==> src/rtl/vip_ctrl_pkt_parser.sv <==
// ---------------------------------------------------------------------------
// vip_ctrl_pkt_parser
//   Avalon-ST video sink-side control packet parser. Forwards every beat of a
//   24-bit (3 x 8-bit symbols) stream through one register stage and, in
//   parallel, decodes type-0xF control packets into width / height /
//   interlacing. Pulses frame_start on the sop of each video (type 0) packet
//   and raises a sticky pkt_error on malformed control packets.
//
//   Optional feature macro: CTRL_PKT_READBACK_EN
//     When defined, a small read-only slave port exposes pkt_error, the
//     committed geometry and a 16-bit count of committed control packets.
//     Reading address 0 clears pkt_error.
// ---------------------------------------------------------------------------
module vip_ctrl_pkt_parser #(
   parameter logic [15:0] WID = 16'd1920,
   parameter logic [15:0] HEI = 16'd1080
) (
   input  logic        clk,
   input  logic        rst,
   input  logic [23:0] sink_data,
   input  logic        sink_sop,
   input  logic        sink_eop,
   input  logic        sink_valid,
   output logic        sink_ready,
   output logic [23:0] source_data,
   output logic        source_sop,
   output logic        source_eop,
   output logic        source_valid,
   input  logic        source_ready,
   output logic [15:0] width,
   output logic [15:0] height,
   output logic [3:0]  interlacing,
   output logic        ctrl_update,
   output logic        frame_start,
`ifdef CTRL_PKT_READBACK_EN
   input  logic [2:0]  slave_addr,
   input  logic        slave_read,
   output logic [31:0] slave_readdata,
`endif
   output logic        pkt_error
);

   typedef enum logic [1:0] {
      S_IDLE  = 2'd0,
      S_CTRL  = 2'd1,
      S_VIDEO = 2'd2,
      S_OTHER = 2'd3
   } state_t;

   localparam logic [3:0] TYPE_VIDEO = 4'h0;
   localparam logic [3:0] TYPE_CTRL  = 4'hF;

   state_t      state, state_nxt;
   logic [1:0]  beat_cnt, beat_cnt_nxt;   // index of the next control beat, saturates at 3
   logic        b3_done, b3_done_nxt;     // beat 3 already decoded; later beats are ignored
   logic [15:0] shw, shw_nxt;
   logic [15:0] shh, shh_nxt;
   logic [3:0]  shil, shil_nxt;

   logic        accept;
   logic        commit;
   logic        err_set;
   logic        err_clr;
   logic        fs_set;
   logic [3:0]  nib0, nib1, nib2;

   // A beat moves whenever the output register is empty or being drained.
   assign sink_ready = source_ready | ~source_valid;
   assign accept     = sink_valid & sink_ready;

   // Only the low nibble of each symbol carries control-packet payload.
   assign nib0 = sink_data[3:0];
   assign nib1 = sink_data[11:8];
   assign nib2 = sink_data[19:16];

   // Output register stage: one-beat skid-free pipeline with backpressure.
   always_ff @(posedge clk or posedge rst) begin
      if (rst) begin
         source_valid <= 1'b0;
         source_sop   <= 1'b0;
         source_eop   <= 1'b0;
         source_data  <= '0;
      end else if (accept) begin
         source_valid <= 1'b1;
         source_sop   <= sink_sop;
         source_eop   <= sink_eop;
         source_data  <= sink_data;
      end else if (source_ready) begin
         source_valid <= 1'b0;
      end
   end

   // Parser state register: FSM, beat counter and shadow geometry.
   always_ff @(posedge clk or posedge rst) begin
      if (rst) begin
         state    <= S_IDLE;
         beat_cnt <= 2'd0;
         b3_done  <= 1'b0;
         shw      <= '0;
         shh      <= '0;
         shil     <= '0;
      end else begin
         state    <= state_nxt;
         beat_cnt <= beat_cnt_nxt;
         b3_done  <= b3_done_nxt;
         shw      <= shw_nxt;
         shh      <= shh_nxt;
         shil     <= shil_nxt;
      end
   end

   // Next-state, control-field decode and commit/error/frame-start strobes.
   always_comb begin
      state_nxt    = state;
      beat_cnt_nxt = beat_cnt;
      b3_done_nxt  = b3_done;
      shw_nxt      = shw;
      shh_nxt      = shh;
      shil_nxt     = shil;
      commit       = 1'b0;
      err_set      = 1'b0;
      fs_set       = 1'b0;

      if (accept) begin
         if (sink_sop) begin
            // A sop always restarts parsing; an unfinished control packet is malformed.
            err_set      = (state == S_CTRL);
            beat_cnt_nxt = 2'd0;
            b3_done_nxt  = 1'b0;
            fs_set       = (nib0 == TYPE_VIDEO);
            if (sink_eop) begin
               state_nxt = S_IDLE;
               if (nib0 == TYPE_CTRL) begin
                  err_set = 1'b1;
               end
            end else begin
               case (nib0)
                  TYPE_CTRL: begin
                     state_nxt    = S_CTRL;
                     beat_cnt_nxt = 2'd1;
                  end
                  TYPE_VIDEO: state_nxt = S_VIDEO;
                  default:    state_nxt = S_OTHER;
               endcase
            end
         end else if (state == S_CTRL) begin
            case (beat_cnt)
               2'd1: shw_nxt[15:4] = {nib0, nib1, nib2};
               2'd2: begin
                  shw_nxt[3:0]  = nib0;
                  shh_nxt[15:8] = {nib1, nib2};
               end
               2'd3: begin
                  if (!b3_done) begin
                     shh_nxt[7:0] = {nib0, nib1};
                     shil_nxt     = nib2;
                     b3_done_nxt  = 1'b1;
                  end
               end
               default: ;
            endcase
            if (beat_cnt != 2'd3) begin
               beat_cnt_nxt = beat_cnt + 2'd1;
            end
            if (sink_eop) begin
               state_nxt    = S_IDLE;
               beat_cnt_nxt = 2'd0;
               b3_done_nxt  = 1'b0;
               if (beat_cnt == 2'd3) begin
                  commit = 1'b1;
               end else begin
                  err_set = 1'b1;
               end
            end
         end else if (sink_eop) begin
            state_nxt = S_IDLE;
         end
      end
   end

   // Committed geometry, one-cycle pulses and the sticky error flag.
   always_ff @(posedge clk or posedge rst) begin
      if (rst) begin
         width       <= WID;
         height      <= HEI;
         interlacing <= 4'h0;
         ctrl_update <= 1'b0;
         frame_start <= 1'b0;
         pkt_error   <= 1'b0;
      end else begin
         ctrl_update <= commit;
         frame_start <= fs_set;
         if (commit) begin
            width       <= shw_nxt;
            height      <= shh_nxt;
            interlacing <= shil_nxt;
         end
         if (err_set) begin
            pkt_error <= 1'b1;
         end else if (err_clr) begin
            pkt_error <= 1'b0;
         end
      end
   end

`ifdef CTRL_PKT_READBACK_EN
   logic [15:0] ctrl_cnt;
   logic [31:0] rd_mux;

   assign err_clr = slave_read && (slave_addr == 3'd0);

   // Count of committed control packets, wrapping at 16 bits.
   always_ff @(posedge clk or posedge rst) begin
      if (rst) begin
         ctrl_cnt <= '0;
      end else if (commit) begin
         ctrl_cnt <= ctrl_cnt + 16'd1;
      end
   end

   // Readback address decode.
   always_comb begin
      rd_mux = '0;
      case (slave_addr)
         3'd0:    rd_mux = {31'b0, pkt_error};
         3'd1:    rd_mux = {16'b0, width};
         3'd2:    rd_mux = {16'b0, height};
         3'd3:    rd_mux = {28'b0, interlacing};
         3'd4:    rd_mux = {16'b0, ctrl_cnt};
         default: rd_mux = '0;
      endcase
   end

   // Registered read data, updated on the cycle after the read strobe.
   always_ff @(posedge clk or posedge rst) begin
      if (rst) begin
         slave_readdata <= '0;
      end else if (slave_read) begin
         slave_readdata <= rd_mux;
      end
   end
`else
   assign err_clr = 1'b0;
`endif

endmodule

==> config.mk <==
export PLATFORM = sky130hd
export DESIGN_NAME = vip_ctrl_pkt_parser
export DESIGN_NICKNAME = d
export VERILOG_FILES = /design/src/rtl/vip_ctrl_pkt_parser.sv
export SDC_FILE = /design/constraint.sdc
export NUM_CORES = 1
export LEC_CHECK = 0
export CAP_MARGIN = 20
export CORE_UTILIZATION = 48
export CTS_BUF_LIST = sky130_fd_sc_hd__clkbuf_16
export CTS_CLUSTER_DIAMETER = 60
export CTS_CLUSTER_SIZE = 24
export DETAILED_ROUTE_END_ITERATION = 10
export GPL_TIMING_DRIVEN = 1
export PLACE_DENSITY = 0.78
export SLEW_MARGIN = 20
export SYNTH_ARGS = -nofsm -noshare
export SYNTH_HDL_FRONTEND = slang
export SYNTH_SLANG_ARGS = --single-unit
==> constraint.sdc <==
create_clock -name clk -period 7.2 [get_ports clk]
set_input_delay 1.44 -clock clk [delete_from_list [all_inputs] [get_ports clk]]
set_output_delay 1.44 -clock clk [all_outputs]
set_load 0.1 [all_outputs]
==> impl_metrics.yaml, run 1 <==
outcome:
  status: "finished clean"
routing:
  routed_wl_microns: 8250
  dr.pass1.iters: 4
  drtIter0Drc: 101
  ant_nets: 0
  remaining_drc_errors: 0
  wl_per_cell_microns: 16.08
  viasPerCell: 5.214
  vias: 2675
critical_path:
  crit_top_cell: "clkdlybuf4s50_1"
  critPathMaxFanout: 9
  path_delay_family: "buffers and inverters"
  start_kind: "input pin"
  cp-end-kind: "output pin"
  path_cells: "clkdlybuf4s50_1 > nand2b_1 > clkdlybuf4s50_1"
  cpPeakStageDelay_ns: 1.21
  crit_type: "in -> out"
  critPathSlowestCell: "clkdlybuf4s50_1"
  crit_buf_inv: 2
  worstPathRequired_ns: 5.76
  worstPathArrival_ns: 3.42
timing:
  fin_skew_ns: 0.007619
  setup_viol: 0
  tns_ns: 0
  setup_slack_ns: 2.341
  tightest_slew_ns: 1.009
  drv_slew: 0
  slew_headroom_pct: 32.55
  fmax_mhz: 205.8
  whs_ns: 0.4749
  hold_viol: 0
  rsz0062_at_grt: "false"
  min_period_over_period_pct: 67.49
  final.min_clock_period_ns: 4.859
pwr:
  intPower_mw: 1.006
  p_seq_share_pct: 46.0
  power_frac_comb_pct: 21.4
  ir_drop_mv: 0.1401
  leakagePower_nw: 2.628
  pwr-share-clk_pct: 32.6
  totalPowerFinal_mw: 1.463
  p_per_area_nw_per_um2: 265.8
  p_switching_uw: 457.2
  p_sw_share_pct: 31.25
yosys:
  synth_edf_count: 0
  async_reset_ff_share_pct: 100.0
  synthFlopType: "dfrtp_1"
  synth_area_per_cell_sq_um: 13.44
  netlist_instances: 311
  yosys_warnings: 0
  syn_area_sq_um: 4179
  synth_cell_types: 30
  synth.yosys.seq_area_share_pct: 64.31
  ys_seq_elements: 107
  mappedNetlistNets: 345
run:
  maxCapViolations: 0
layout:
  drive_above_1_share_pct: 25.49
  nNetsFinal: 437
  n_antenna_cell: 0
  layout_common_cells: "dfrtp_1 (99), clkdlybuf4s50_1 (96), mux2_2 (76)"
  area_growth_pct: 31.68
  fin_util_pct: 65.98
  multi_input_area_sq_um: 1398
  seqCellArea_sq_um: 2688
  num-fill-cells: 652
  final_common_cell: "dfrtp_1"
floorplan:
  dieArea_sq_um: 9083
  die_x_microns: 95.31
  core_area_sq_um: 8341
  fp-row-count: 33
  die-height_microns: 95.31
  start_util_pct: 50.11
  num_io_pins: 97
cts:
  cts_root_buf: "clkbuf_16"
  clock_latency_ns: 0.33
  cts_tree: "yes"
  clk_transition_reported_paths_ns: 0.06
  cts_buffers: 9
  cts_max_level: 3
  cts.sinks: 107
  post_cts_buffers: 0
  cts_max_path_buffers: 2
  cts_resized: 0
  ctsHoldBuffers: 0
placed_design:
  place_hpwl_microns: 5441
  gp_congestion: 0.7649
  pre_cts_ws_ns: 2.375
  io_buffers: 96
grt:
  grtUsageTotal_pct: 19.93
  grt_max_degree: 56
  overflow: 0
  antenna_found_initial: 0
  grt_first_pass_wirelength_microns: 13430
  grt_pass1_vias: 2642
hold_path:
  hold_path.class: "reg -> reg"
per-stage QoR:
step                      cell area (sq um)  instances
after global routing                   5503        513
final                                  5503        513
after CTS                              5500        513
after detailed placement               5207        497
after floorplan                        4179        311
after global placement                 5207        497
area by class of cell:
type	count	area share [%]
clock buffers	9	4.093
clock inverters	7	1.228
flip-flops and latches	107	48.84
multi-input cells	182	25.40
repair buffers	97	17.60
inverters	6	0.4548
well taps	105	2.387
worst register-to-register path: stages, from the launching register on:
cell and delay (ns):
dfrtp_1 0.38, nor2b_1 0.45, nand4_1 0.81, mux2_2 0.57, mux2_2 0.27
synth_stat cells (2+ instances only):
library cell  count  share of area (%)
nand4_1           4               0.60
o31ai_1           3               0.54
nor2_1            3               0.27
a22o_1            2               0.42
inv_1             5               0.45
nand2b_1          3               0.45
ha_1              4                1.2
o21ai_0           5               0.60
clkbuf_1          7               0.63
dfrtp_1          99                 59
buf_2             8               0.96
dfstp_2           8                5.0
nor2b_1           3               0.45
mux2_2           76                 20
nand2_1          66                5.9
cells by family after synthesis:
logic type                 synth area share, %
DFF                                      64.31
and+or+nand+nor                          9.222
buffers and inverters                    2.306
adders and majority gates                1.198
muxes                                    20.48
AOI/OAI and AO/OA                        2.485
flip-flops by register name, summed over array words and instances (netlist names):
signal / flops
source_eop: 1
width: 16
frame_start: 1
shh: 16
b3_done: 1
pkt_error: 1
source_sop: 1
interlacing: 4
shw: 16
beat_cnt: 2
source_valid: 1
source_data: 24
height: 16
state: 2
shil: 4
ctrl_update: 1
routing by layer:
metal / track usage, % / wire, microns / up-vias
met3: 4.067 / 370 / 8
li1: - / - / 1241
met2: 33.04 / 4149 / 63
met5: 0 / 0 / -
met4: 8.333 / 110 / 0
met1: 25.47 / 3620 / 1363
worst paths after layout:
check,from,end,slack [ns],cells after the start
worst max-delay path,source_ready,sink_ready,2.34,3
worst min-delay path,source_data[23],source_data[23],0.47,2
worst max register to register,state[1],width[13],4.61,4
worst min register to register,source_data[23],source_data[23],0.47,2
max in group asynchronous,rst,shw[3],4.55,3
min in group asynchronous,rst,shil[2],1.54,2
power groups by stage:
stage | logic [mW] | registers (mW) | clock network, mW
3_5_place_dp | 0.315 | 0.684 | 0
3_3_place_gp | 0.311 | 0.681 | 0
5_1_grt | 0.333 | 0.678 | 0.514
2_1_floorplan | 0.0773 | 0.836 | 0
6_report | 0.314 | 0.673 | 0.476
4_1_cts | 0.316 | 0.673 | 0.491
Note: power is estimated with default switching activity, not from simulation.
==> run 2: changes to the inputs <==
==> constraint.sdc (replaced) <==
create_clock -name clk -period 4.6 [get_ports clk]
set_input_delay 0.92 -clock clk [delete_from_list [all_inputs] [get_ports clk]]
set_output_delay 0.92 -clock clk [all_outputs]
set_load 0.1 [all_outputs]
==> run 2 against run 1 <==
Worst hold slack improved by 0.00073 ns. Clock-buffer cell count did not move. Die area stayed put. Register-to-register slack worse by 2.5 ns. Clock power is 48% higher. Global-route usage is 0.42 points lower. Non-clock buffer count increased by 2. Worst setup slack lost 0.73 ns. Highest routed layer unchanged.
==> impl_metrics.yaml, run 2 (synthesized netlist as in run 1, its figures left out) <==
layout:
  largest_register_ffs: 24
  final_common_cell: "dfrtp_1"
  num-fill-cells: 613
  post-route-cell-area_sq_um: 5499
  n_antenna_cell: 0
  max_flop_register: "source_data"
  nNetsFinal: 439
  fin_util_pct: 65.93
  area_growth_pct: 31.59
  layout_common_cells: "dfrtp_1 (99), clkdlybuf4s50_1 (95), mux2_2 (76)"
  instances_no_fill: 515
  drive_above_1_share_pct: 26.59
grt:
  grt_max_degree: 62
  grt_first_pass_wirelength_microns: 13310
  overflow: 0
  antenna_found_initial: 0
  grt_pass1_vias: 2737
  grtUsageTotal_pct: 19.51
cts:
  cts_buffers: 9
  post_cts_buffers: 0
  cts_max_level: 3
  clock_latency_ns: 0.34
  cts_max_path_buffers: 2
  cts_resized: 0
  ctsHoldBuffers: 0
  cts_tree: "yes"
  cts_root_buf: "clkbuf_16"
  cts.sinks: 107
  clk_transition_reported_paths_ns: 0.07
pwr:
  p_seq_share_pct: 46.7
  totalPowerFinal_mw: 2.250
  p_sw_share_pct: 32.25
  p_per_area_nw_per_um2: 409.2
  pwr-share-clk_pct: 31.4
  leakagePower_nw: 2.629
  intPower_mw: 1.525
  power_frac_comb_pct: 21.9
  ir_drop_mv: 0.2583
  p_switching_uw: 725.7
timing:
  drv_slew: 0
  setup_viol: 0
  slew_headroom_pct: 32.96
  fin_skew_ns: 0.006210
  tns_ns: 0
  hold_viol: 0
  rsz0062_at_grt: "false"
  whs_ns: 0.4757
  min_period_over_period_pct: 64.92
  setup_slack_ns: 1.614
  tightest_slew_ns: 1.003
  fmax_mhz: 334.9
  final.min_clock_period_ns: 2.986
outcome:
  status: "finished clean"
routing:
  viasPerCell: 5.091
  vias: 2622
  routed_wl_microns: 8082
  remaining_drc_errors: 0
  wl_per_cell_microns: 15.69
  dr.pass1.iters: 4
  drtIter0Drc: 91
  ant_nets: 0
critical_path:
  rrSetupSlack_ns: 2.10
  cp-end-kind: "output pin"
  worstPathArrival_ns: 2.07
  start_kind: "input pin"
  r2r_start: "state[1]"
  critPathMaxFanout: 9
  reg2reg_to: "width[5]"
  reg2reg_depth: 4
  crit_type: "in -> out"
  worstPathRequired_ns: 3.68
hold_path:
  min-delay-start: "source_data[23]"
  holdPathEnd: "source_data[23]"
  hold_path_depth: 2
  hold_path.class: "reg -> reg"
placed_design:
  postPlaceCellArea_sq_um: 5220
  place_hpwl_microns: 5463
  place_inst: 499
  pre_cts_ws_ns: 1.226
  gp_congestion: 0.7572
  io_buffers: 96
floorplan:
  fp-row-count: 33
  core_area_sq_um: 8341
  die-height_microns: 95.31
  start_util_pct: 50.11
  dieArea_sq_um: 9083
  die_x_microns: 95.31
  num_io_pins: 97
run:
  maxCapViolations: 0
## run 2: cell type report
| cell class | count | area (sq um) | share of cell area, % |
|---|---|---|---|
| well taps | 105 | 131.4 | 2.389 |
| flip-flops and latches | 107 | 2688 | 48.87 |
| multi-input cells | 182 | 1398 | 25.42 |
| clock buffers | 9 | 225.2 | 4.096 |
| repair buffers | 99 | 980.9 | 17.84 |
| clock inverters | 7 | 51.30 | 0.9329 |
| inverters | 6 | 25.02 | 0.4551 |
## run 2: how the worst max path moves through the flow
stage	from	end	slack, ns	cells after the start
2_1_floorplan	rst	b3_done	0.88	1
3_3_place_gp	source_ready	width[12]	1.32	5
3_5_place_dp	source_ready	width[12]	1.23	5
4_1_cts	source_ready	width[5]	1.59	5
5_1_grt	source_ready	width[5]	1.49	5
6_report	source_ready	sink_ready	1.61	3
## run 2: critical path, cell delays in order
cell and delay, ns:
clkdlybuf4s50_1 0.44, nand2b_1 0.33, buf_4 0.37
## run 2: power groups by stage
stage                     clock [mW]  sequential, mW  combinational (mW)
after global placement             0            1.07               0.488
after floorplan                    0            1.31               0.121
final                          0.706            1.05               0.493
after global routing           0.762            1.06               0.524
after CTS                      0.722            1.05               0.498
after detailed placement           0            1.07               0.496
## run 2: metal layers
layer | vias to the layer above | track usage, % | wire length, microns
li1 | 1243 | - | -
met1 | 1305 | 24.87 | 3600
met2 | 65 | 32.14 | 3881
met3 | 9 | 4.306 | 469
met4 | 0 | 8.207 | 131
met5 | - | 0 | 0
